`config.mk`:
```
export PLATFORM = sky130hd
export DESIGN_NAME = user_logic_data_unpacking
export DESIGN_NICKNAME = d
export VERILOG_FILES = /design/src/rtl/user_logic_pkg.sv /design/src/rtl/user_logic_sat_counter.sv /design/src/rtl/user_logic_data_unpacking.sv
export SDC_FILE = /design/constraint.sdc
export NUM_CORES = 1
export LEC_CHECK = 0
export CAP_MARGIN = 20
export CORE_UTILIZATION = 35
export DETAILED_ROUTE_END_ITERATION = 8
export PLACE_DENSITY_LB_ADDON = 0.1
export SLEW_MARGIN = 15
export SYNTH_ARGS = -nofsm -noshare
export SYNTH_HDL_FRONTEND = slang
export SYNTH_SLANG_ARGS = --single-unit
```
`constraint.sdc`:
```
create_clock -name clk_i -period 2.8 [get_ports clk_i]
set_clock_uncertainty 0.2 [all_clocks]
set_input_delay 0.56 -clock clk_i [delete_from_list [all_inputs] [get_ports clk_i]]
set_output_delay 0.56 -clock clk_i [all_outputs]
set_load 0.05 [all_outputs]
```
`src/rtl/user_logic_pkg.sv`:
```
// Shared constants for the record unpacker: header field placement, FSM states,
// status register map and counter geometry.
package user_logic_pkg;

   // Header fields, given as the index of the NofBits-wide lane they occupy
   localparam int HDR_MAGIC_FIELD = 3;
   localparam int HDR_LEN_FIELD   = 2;
   localparam int HDR_SEQ_FIELD   = 1;
   localparam int HDR_SEQ_W       = 16;
   localparam int HDR_TRIG_LSB    = 0;
   localparam int HDR_TRIG_W      = 4;

   typedef enum logic {
      HUNT,
      PAYLOAD
   } state_t;

   localparam int REG_REC_DONE = 0;
   localparam int REG_SYNC_ERR = 1;
   localparam int REG_LEN_ERR  = 2;
   localparam int REG_SEQ_ERR  = 3;
   localparam int NUM_STATUS   = 4;

   localparam int             CNT_W   = 16;
   localparam logic [CNT_W-1:0] CNT_MAX = 16'hFFFF;

endpackage

```
`src/rtl/user_logic_sat_counter.sv`:
```
// 16-bit saturating event counter; clear takes priority over increment.
module user_logic_sat_counter
   import user_logic_pkg::*;
(
   input  logic             clk_i,
   input  logic             rst_i,
   input  logic             clr,
   input  logic             inc,
   output logic [CNT_W-1:0] count
);

   always_ff @(posedge clk_i) begin
      if (!rst_i) begin
         count <= '0;
      end else if (clr) begin
         count <= '0;
      end else if (inc && (count != CNT_MAX)) begin
         count <= count + 16'd1;
      end
   end

endmodule

```
`src/rtl/user_logic_data_unpacking.sv`:
```
// Unpacks header/payload records of 4xNofBits words into four signed samples per
// clock, with trigger vector on the first payload word and framing statistics.
//
// state   | meaning
// HUNT    | waiting for a header with valid magic and length
// PAYLOAD | emitting payload words until the record length is consumed
module user_logic_data_unpacking
   import user_logic_pkg::*;
#(
   parameter int          NofBits             = 16,
   parameter int          NofUserRegistersOut = 4,
   parameter int          MaxRecordWords      = 1024,
   parameter logic [15:0] HeaderMagic         = 16'hA55A
) (
   input  logic                              clk_i,
   input  logic                              rst_i,
   input  logic [4*NofBits-1:0]              word_i,
   input  logic                              word_valid_i,
   output logic signed [NofBits-1:0]         y0_o,
   output logic signed [NofBits-1:0]         y0z_o,
   output logic signed [NofBits-1:0]         y1_o,
   output logic signed [NofBits-1:0]         y1z_o,
   output logic                              data_valid_o,
   output logic [3:0]                        trigger_vector_o,
   input  logic [16*8-1:0]                   user_register_i,
   output logic [16*NofUserRegistersOut-1:0] user_register_o
);

   localparam int             N       = NofBits;
   localparam logic [N-1:0]   MAGIC_N = N'(HeaderMagic);
   localparam logic [N-1:0]   MAX_LEN = N'(MaxRecordWords);

   logic enable, clr;
   assign enable = user_register_i[0];
   assign clr    = user_register_i[1];

   logic unused_ctrl;
   assign unused_ctrl = ^user_register_i[16*8-1:2];

   logic [N-1:0]            magic_f, len_f;
   logic [HDR_SEQ_W-1:0]    seq_f;
   logic [HDR_TRIG_W-1:0]   trig_f;
   assign magic_f = word_i[N*HDR_MAGIC_FIELD +: N];
   assign len_f   = word_i[N*HDR_LEN_FIELD +: N];
   assign seq_f   = word_i[N*HDR_SEQ_FIELD +: HDR_SEQ_W];
   assign trig_f  = word_i[HDR_TRIG_LSB +: HDR_TRIG_W];

   state_t                state, state_nxt;
   logic [N-1:0]          remaining, remaining_nxt;
   logic [HDR_TRIG_W-1:0] trig_lat, trig_lat_nxt;
   logic                  first_word, first_word_nxt;
   logic                  first_hdr, first_hdr_nxt;
   logic [HDR_SEQ_W-1:0]  expected, expected_nxt;
   logic                  emit, inc_rec, inc_sync, inc_len, inc_seq;

   always_comb begin
      state_nxt      = state;
      remaining_nxt  = remaining;
      trig_lat_nxt   = trig_lat;
      first_word_nxt = first_word;
      first_hdr_nxt  = first_hdr;
      expected_nxt   = expected;
      emit           = 1'b0;
      inc_rec        = 1'b0;
      inc_sync       = 1'b0;
      inc_len        = 1'b0;
      inc_seq        = 1'b0;

      if (!enable) begin
         state_nxt      = HUNT;
         first_word_nxt = 1'b0;
      end else if (word_valid_i) begin
         case (state)
            HUNT: begin
               if (magic_f != MAGIC_N) begin
                  inc_sync = 1'b1;
               end else if ((len_f == '0) || (len_f > MAX_LEN)) begin
                  inc_len = 1'b1;
               end else begin
                  state_nxt      = PAYLOAD;
                  remaining_nxt  = len_f;
                  trig_lat_nxt   = trig_f;
                  first_word_nxt = 1'b1;
                  first_hdr_nxt  = 1'b0;
                  expected_nxt   = seq_f + 16'd1;
                  inc_seq        = !first_hdr && (seq_f != expected);
               end
            end
            PAYLOAD: begin
               emit           = 1'b1;
               first_word_nxt = 1'b0;
               remaining_nxt  = remaining - 1'b1;
               if (remaining == 1) begin
                  inc_rec   = 1'b1;
                  state_nxt = HUNT;
               end
            end
            default: state_nxt = HUNT;
         endcase
      end

      // A clear re-arms the first-header exemption even if a header lands now
      if (clr) begin
         first_hdr_nxt = 1'b1;
      end
   end

   always_ff @(posedge clk_i) begin
      if (!rst_i) begin
         state            <= HUNT;
         remaining        <= '0;
         trig_lat         <= '0;
         first_word       <= 1'b0;
         first_hdr        <= 1'b1;
         expected         <= '0;
         y0_o             <= '0;
         y0z_o            <= '0;
         y1_o             <= '0;
         y1z_o            <= '0;
         data_valid_o     <= 1'b0;
         trigger_vector_o <= '0;
      end else begin
         state            <= state_nxt;
         remaining        <= remaining_nxt;
         trig_lat         <= trig_lat_nxt;
         first_word       <= first_word_nxt;
         first_hdr        <= first_hdr_nxt;
         expected         <= expected_nxt;
         data_valid_o     <= emit;
         trigger_vector_o <= (emit && first_word) ? trig_lat : '0;
         if (!enable) begin
            y0_o  <= '0;
            y0z_o <= '0;
            y1_o  <= '0;
            y1z_o <= '0;
         end else if (emit) begin
            y0_o  <= word_i[0   +: N];
            y0z_o <= word_i[N   +: N];
            y1_o  <= word_i[2*N +: N];
            y1z_o <= word_i[3*N +: N];
         end
      end
   end

   logic [NUM_STATUS-1:0] cnt_inc;
   logic [CNT_W-1:0]      cnt_val [NUM_STATUS];

   assign cnt_inc[REG_REC_DONE] = inc_rec;
   assign cnt_inc[REG_SYNC_ERR] = inc_sync;
   assign cnt_inc[REG_LEN_ERR]  = inc_len;
   assign cnt_inc[REG_SEQ_ERR]  = inc_seq;

   for (genvar g = 0; g < NUM_STATUS; g++) begin : g_cnt
      user_logic_sat_counter u_cnt (
         .clk_i (clk_i),
         .rst_i (rst_i),
         .clr   (clr),
         .inc   (cnt_inc[g]),
         .count (cnt_val[g])
      );
   end

   always_comb begin
      user_register_o = '0;
      for (int i = 0; i < NUM_STATUS; i++) begin
         user_register_o[i*16 +: 16] = cnt_val[i];
      end
   end

endmodule

```
# After elaboration in Yosys (flattened, before gate mapping)
# Cells that the tools add are included.
[word_totals]
register_bits = 172
latch_bits = 0
ram_bits = 0
romBits = 0
input_bits = 195
out_inout_bits = 133
memories = 0
[op_classes]
n_addsub = 6
mul = 0
div = 0
order_cmp = 1
eq_ne = 9
shifts = 0
mux = 31
n_bitwise = 4
reduce_logical = 15
[ops]
columns = ["op", "count"]
rows = [
  ["adder 16 x 1 -> 16 bit, second input constant", 5],
  ["inequality test 16 bit, second input constant", 5],
  ["two-way mux 16 bit", 2],
  ["case mux 16 bit (2 select lines)", 1],
  ["two-way mux 1 bit", 26],
  ["equality test 16 x 1 -> 1 bit, second input constant", 1],
  ["> comparator 16 x 11 -> 1 bit, second input constant", 1],
  ["zero test 16 bit", 1],
  ["inequality test 16 bit", 1],
  ["subtractor 16 x 1 -> 16 bit, second input constant", 1],
  ["logical AND 1 bit", 6],
  ["AND reduction 5 bit", 1],
  ["inequality test 2 bit, second input constant", 2],
  ["inverter 1 bit", 4],
  ["case mux 1 bit (2 select lines)", 2],
  ["AND reduction 2 bit", 2],
  ["AND reduction 4 bit", 1],
  ["AND reduction 3 bit", 1],
  ["OR reduction 2 bit", 1],
  ["zero test 1 bit", 1],
  ["logical OR 1 bit", 1],
]

# Longest topological paths before layout
[depth]
ltp_word = 8
mapped_depth = 9
depth_no_buf = 8

# Cells and area by module
# A second synthesis with hierarchy kept.
[hier_totals]
hier_cells = 936
area_unflattened_um2 = 8257.9
[by_module_without_submodules]
columns = ["mod", "instances", "cells_per_inst", "area_each_um2"]
rows = [
  ["user_logic_data_unpacking", 1, 572, 4799.6],
  ["user_logic_sat_counter", 4, 91, 864.6],
]

# Worst setup path after synthesis
# OpenSTA, ideal clock, no wires.
[synth_timing]
path_type = "input-to-reg"
start = "in word_i[50]"
end = "reg g_cnt[3].u_cnt.count[6]"
arrival_time_ns = 2.485
required_ns = 2.481
slack_ns = -0.004
stages = 6
path_cell_list = "or4bb_1 > nor4_2 > o2111ai_1 > or4_1 > nand3_1 > o21ai_1"
[synth_via]
elab_chain_cells = 6
[synth_rtl]
columns = ["item", "line_no", "source"]
rows = [
  ["start, declared", "user_logic_data_unpacking.sv:17", "input logic [4*NofBits-1:0] word_i,"],
  ["inequality test 16 bit", "user_logic_data_unpacking.sv:75", "if (magic_f != MAGIC_N) begin"],
  ["two-way mux 1 bit", "user_logic_data_unpacking.sv:75", ""],
  ["two-way mux 1 bit", "user_logic_data_unpacking.sv:73", "case (state)"],
  ["two-way mux 1 bit", "user_logic_data_unpacking.sv:72", "end else if (word_valid_i) begin"],
  ["two-way mux 1 bit", "user_logic_data_unpacking.sv:69", "if (!enable) begin"],
  ["logical AND 1 bit", "user_logic_sat_counter.sv:17", "end else if (inc && (count != CNT_MAX)) begin"],
  ["end signal, assigned", "user_logic_sat_counter.sv:18", "count <= count + 16'd1;"],
  ["end, declared", "user_logic_sat_counter.sv:9", "output logic [CNT_W-1:0] count"],
]
# No other way between the ends.
# A chain may end at the register's enable or synchronous reset.

# Final worst setup path
[layout_timing]
start = "in word_i[57]"
end = "reg expected[11]"
[layout_via]
elab_chain_cells = 3
[layout_rtl]
columns = ["item", "line_no", "source"]
rows = [
  ["inequality test 16 bit", "user_logic_data_unpacking.sv:75", ""],
  ["inverter 1 bit (no line)", "--", ""],
  ["AND reduction 5 bit (no line)", "--", ""],
  ["end signal, assigned", "user_logic_data_unpacking.sv:128", "expected <= expected_nxt;"],
  ["end, declared", "user_logic_data_unpacking.sv:53", "logic [HDR_SEQ_W-1:0] expected, expected_nxt;"],
]
# No other way between the ends.

==> impl_results.html <==
<table>
<tr><th>Metric</th><th>Value</th></tr>
<tr><th colspan="2">Routing</th></tr>
<tr><td>DRC Markers</td><td>0</td></tr>
<tr><td>Antenna Violating Nets Remaining</td><td>0</td></tr>
<tr><td>Via-per-instance ratio</td><td>5.002</td></tr>
<tr><td>Via count</td><td>7,473</td></tr>
<tr><td>Initial drt markers</td><td>325</td></tr>
<tr><td>Average wire per cell in the routed design</td><td>15.09 µm</td></tr>
<tr><td>Aggregate routed wire length</td><td>22,540 µm</td></tr>
<tr><td>First-pass iteration count of the detailed router</td><td>4</td></tr>
<tr><th colspan="2">Timing</th></tr>
<tr><td>Timing-limited maximum frequency</td><td>368.3 MHz</td></tr>
<tr><td>Post-route clock period utilization</td><td>0.9698</td></tr>
<tr><td>RSZ-0062 raised after global routing</td><td>false</td></tr>
<tr><td>Final max-slew violation count</td><td>0</td></tr>
<tr><td>Relative slew margins</td><td>0.6122</td></tr>
<tr><td>Number of hold-slack violations in the final timing report</td><td>0</td></tr>
<tr><td>Transition time of the tightest slew-check pin</td><td>0.5817 ns</td></tr>
<tr><td>Final-layout worst hold slack</td><td>0.2111 ns</td></tr>
<tr><td>Time the worst path needs with I/O delays and setup</td><td>2.715 ns</td></tr>
<tr><td>Final setup violating endpoints</td><td>0</td></tr>
<tr><th colspan="2">Yosys</th></tr>
<tr><td>Number of synthesized flops with an enable pin</td><td>0</td></tr>
<tr><td>Cell count after synthesis</td><td>942</td></tr>
<tr><td>Number of flip-flops and latches in the synthesized netlist</td><td>172</td></tr>
<tr><td>Total nets after synthesis</td><td>1,144</td></tr>
<tr><td>Commonest register cell after synthesis</td><td>sky130_fd_sc_hd__dfxtp_1</td></tr>
<tr><td>Post-synth cell types</td><td>66</td></tr>
<tr><td>Leading post-synthesis cells by instance count</td><td>sky130_fd_sc_hd__nand2_1 (191), sky130_fd_sc_hd__dfxtp_1 (172), sky130_fd_sc_hd__nor2_1 (94)</td></tr>
<tr><td>Share of the synthesized area in the top cell type</td><td>0.4452</td></tr>
<tr><td>Warnings from Yosys</td><td>0</td></tr>
<tr><td>Portion of the post-synthesis area used by sequential elements</td><td>0.4452</td></tr>
<tr><td>Dominant cell by count in the synthesized netlist</td><td>sky130_fd_sc_hd__nand2_1</td></tr>
<tr><td>Netlist Area Pre-Place</td><td>7734 µm²</td></tr>
<tr><td>Mean post-synth cell area</td><td>8.210 µm²</td></tr>
<tr><td>Top area cells in the synthesized netlist</td><td>sky130_fd_sc_hd__dfxtp_1 (45%), sky130_fd_sc_hd__nand2_1 (9.3%), sky130_fd_sc_hd__xnor2_1 (5.3%)</td></tr>
<tr><td>Post-synthesis cell type with the largest combined area</td><td>sky130_fd_sc_hd__dfxtp_1</td></tr>
<tr><td>Synth async-reset ratio</td><td>0</td></tr>
<tr><th colspan="2">Power and ir drop</th></tr>
<tr><td>Power per unit of standard cell area</td><td>444.8 nW/µm²</td></tr>
<tr><td>Reported leakage power</td><td>4.002 nW</td></tr>
<tr><td>Maximum vdd ir drop</td><td>0.3312 mV</td></tr>
<tr><th colspan="2">GRT</th></tr>
<tr><td>Initial antenna violation count</td><td>0</td></tr>
<tr><td>Largest net degree at the start of global routing</td><td>54</td></tr>
<tr><td>Total overflow reported by the global router</td><td>0</td></tr>
<tr><td>GRT Overall Usage</td><td>0.1921</td></tr>
<tr><td>Global-route wire length before repair</td><td>34,780 µm</td></tr>
<tr><td>Vias in the first global route</td><td>6,824</td></tr>
<tr><th colspan="2">Cells and area</th></tr>
<tr><td>Sequential Area</td><td>3443 µm²</td></tr>
<tr><td>Area growth, synth to finish</td><td>47.53%</td></tr>
<tr><td>Layout cell share with drive strength beyond 1</td><td>0.1277</td></tr>
<tr><td>ANT cells</td><td>0</td></tr>
<tr><td>Nets</td><td>1,404</td></tr>
<tr><td>Fill cell instance count of the final layout</td><td>2,121</td></tr>
<tr><td>Final cell count without fillers</td><td>1,494</td></tr>
<tr><td>Area of the multi-input gates</td><td>4190 µm²</td></tr>
<tr><th colspan="2">Critical path</th></tr>
<tr><td>Type of the worst setup path</td><td>primary input to flop</td></tr>
<tr><td>Crit path max-delay cell type</td><td>sky130_fd_sc_hd__or4b_4</td></tr>
<tr><td>Worst Path Buf+Inv</td><td>4</td></tr>
<tr><td>Critical Path Most Common Cell</td><td>sky130_fd_sc_hd__buf_4</td></tr>
<tr><td>Largest stage delay on the critical path</td><td>0.57 ns</td></tr>
<tr><td>Crit-path cells</td><td>clkdlybuf4s50_1 &gt; or4b_4 &gt; nor4_4 &gt; buf_4 &gt; nand2_4 &gt; buf_4 &gt; nor2_4 &gt; clkbuf_16 &gt; nor2_1 &gt; a211oi_1</td></tr>
<tr><td>Worst-case register-to-register setup slack</td><td>0.19 ns</td></tr>
<tr><td>Data required time of the worst path</td><td>2.94 ns</td></tr>
<tr><td>Setup crit end kind</td><td>flop</td></tr>
<tr><td>CP Launch Type</td><td>primary input</td></tr>
<tr><td>Critical path arrival</td><td>2.86 ns</td></tr>
<tr><td>Cell family with the largest share of critical-path delay</td><td>simple AND/OR/NAND/NOR gates</td></tr>
<tr><td>CP Max Fanout</td><td>9</td></tr>
<tr><th colspan="2">CTS</th></tr>
<tr><td>Worst skew pair latency</td><td>0.43 ns</td></tr>
<tr><td>TritonCTS clock tree</td><td>done</td></tr>
<tr><td>Number of clock sinks</td><td>172</td></tr>
<tr><td>CTS root buf</td><td>sky130_fd_sc_hd__clkbuf_16</td></tr>
<tr><td>Clock buffer count from CTS</td><td>17</td></tr>
<tr><td>Post-cts hold buffer count</td><td>0</td></tr>
<tr><td>CTS clock-pin slew for the worst setup and hold paths</td><td>0.07 ns</td></tr>
<tr><td>CTS H-Tree Depth</td><td>4</td></tr>
<tr><td>Maximum buffer depth of the clock tree</td><td>2</td></tr>
<tr><th colspan="2">Placed design</th></tr>
<tr><td>PortBufs</td><td>201</td></tr>
<tr><td>HPWL after detailed placement</td><td>15,730 µm</td></tr>
<tr><td>Last weighted congestion value of the routability-driven placer</td><td>0.8645</td></tr>
<tr><td>Post-placement cell count</td><td>1,455</td></tr>
<tr><th colspan="2">Die</th></tr>
<tr><td>I/O pins</td><td>328</td></tr>
<tr><td>Starting Density</td><td>0.3555</td></tr>
<tr><td>Core area</td><td>21,760 µm²</td></tr>
<tr><td>Horizontal die dimension</td><td>150.6 µm</td></tr>
<tr><td>Chip Height</td><td>150.6 µm</td></tr>
<tr><td>Num rows</td><td>54</td></tr>
<tr><td>Die ar.</td><td>22,690 µm²</td></tr>
<tr><th colspan="2">Min path</th></tr>
<tr><td>Path class of the lowest-slack min-delay path</td><td>primary input to flop</td></tr>
<tr><th colspan="2">Run</th></tr>
<tr><td>Max Cap Violations</td><td>0</td></tr>
<tr><th colspan="2">Outcome</th></tr>
<tr><td>Status</td><td>finished clean</td></tr>
</table>
[layout make-up]
type,instances,area share
clock inverter,13,0.01151
timing repair buffer,292,0.2463
inverter,12,0.003948
clock buffer,18,0.03849
sequential,172,0.3018
tap,280,0.03071
multi-input combinational,707,0.3673
[final timing paths]
path                            depth (start not counted)                  endpoint          from
worst min-delay path                                    3                 y1z_o[13]    word_i[61]
worst max register to register                          5  g_cnt[0].u_cnt.count[10]  remaining[2]
worst min register to register                          2               trig_lat[1]   trig_lat[1]
worst max-delay path                                   10              expected[11]    word_i[57]
[worst register-to-register path, stage by stage, from the launching register on]
cell and delay [ns]:
sky130_fd_sc_hd__dfxtp_1 0.37, sky130_fd_sc_hd__nor4_2 0.51, sky130_fd_sc_hd__nand4b_1 0.29, sky130_fd_sc_hd__or4b_1 0.69, sky130_fd_sc_hd__or3_1 0.36, sky130_fd_sc_hd__a21oi_1 0.14
[registers in the layout, summed over array words and instances (netlist names)]
signal	count
y1z_o	16
remaining	16
expected	16
data_valid_o	1
y1_o	16
state	1
trigger_vector_o	4
g_cnt.u_cnt.count	64
y0_o	16
first_hdr	1
first_word	1
y0z_o	16
trig_lat	4
[timing repair]
action,CTS,global route
setup buffers,3,2
gates cloned,0,3
gates resized for setup,12,22
pin swaps,8,11
endpoints found under the setup margin,48,51
[layout by cell type, fill, tap and decap left out, types with 12 or more instances in the layout]
master / instances
sky130_fd_sc_hd__xnor2_1: 47
sky130_fd_sc_hd__nand3_1: 32
sky130_fd_sc_hd__a211oi_1: 18
sky130_fd_sc_hd__clkdlybuf4s50_1: 191
sky130_fd_sc_hd__nand2_1: 188
sky130_fd_sc_hd__dfxtp_1: 172
sky130_fd_sc_hd__and3_1: 22
sky130_fd_sc_hd__buf_4: 81
sky130_fd_sc_hd__o21ai_0: 12
sky130_fd_sc_hd__clkbuf_16: 20
sky130_fd_sc_hd__xor2_1: 31
sky130_fd_sc_hd__nand4_1: 25
sky130_fd_sc_hd__nor2_1: 94
sky130_fd_sc_hd__nor3_1: 20
sky130_fd_sc_hd__a21oi_1: 82
[cells by family after synthesis]
logic type | count (synthesis) | share of synthesized area
AO/OA/AOI/OAI | 153 | 0.1228
XOR/XNOR | 78 | 0.08833
adder cells (fa/ha/maj) | 7 | 0.01132
buffers and inverters | 63 | 0.03106
flip-flops | 172 | 0.4452
multiplexers | 11 | 0.01472
AND/OR/NAND/NOR | 458 | 0.2865
[per-stage QoR]
| step | worst slack, ns | total power, mW | util | TNS [ns] | cell area, µm² |
|---|---|---|---|---|---|
| after global routing | 0.006075 | 5.268 | 0.5244 | 0 | 11410 |
| after detailed placement | -0.6384 | 2.801 | 0.4863 | -37.38 | 10580 |
| final | 0.08468 | 5.074 | 0.5244 | 0 | 11410 |
| after floorplan | 0.03975 | 2.597 | - | 0 | 7740 |
| after CTS | 0.007343 | 5.138 | 0.5159 | 0 | 11220 |
| after global placement | -0.6071 | 2.803 | 0.4861 | -36.80 | 10580 |
[layer usage]
layer / vias up / share of wire / global-route usage / wire [µm]
met3: 13 / 0.057 / 0.04333 / 1274
li1: 3800 / - / - / -
met2: 179 / 0.45 / 0.2968 / 10230
met5: - / 0 / 0 / 0
met1: 3481 / 0.48 / 0.2675 / 10830
met4: 0 / 0.0092 / 0.05150 / 208
[power by group]
group,internal (mW),switching [mW],total (mW)
Combinational,0.161,0.142,0.303
Sequential,2.45,0.000817,2.45
Clock,1.27,1.06,2.33
Note: power is estimated with default switching activity, not from simulation.
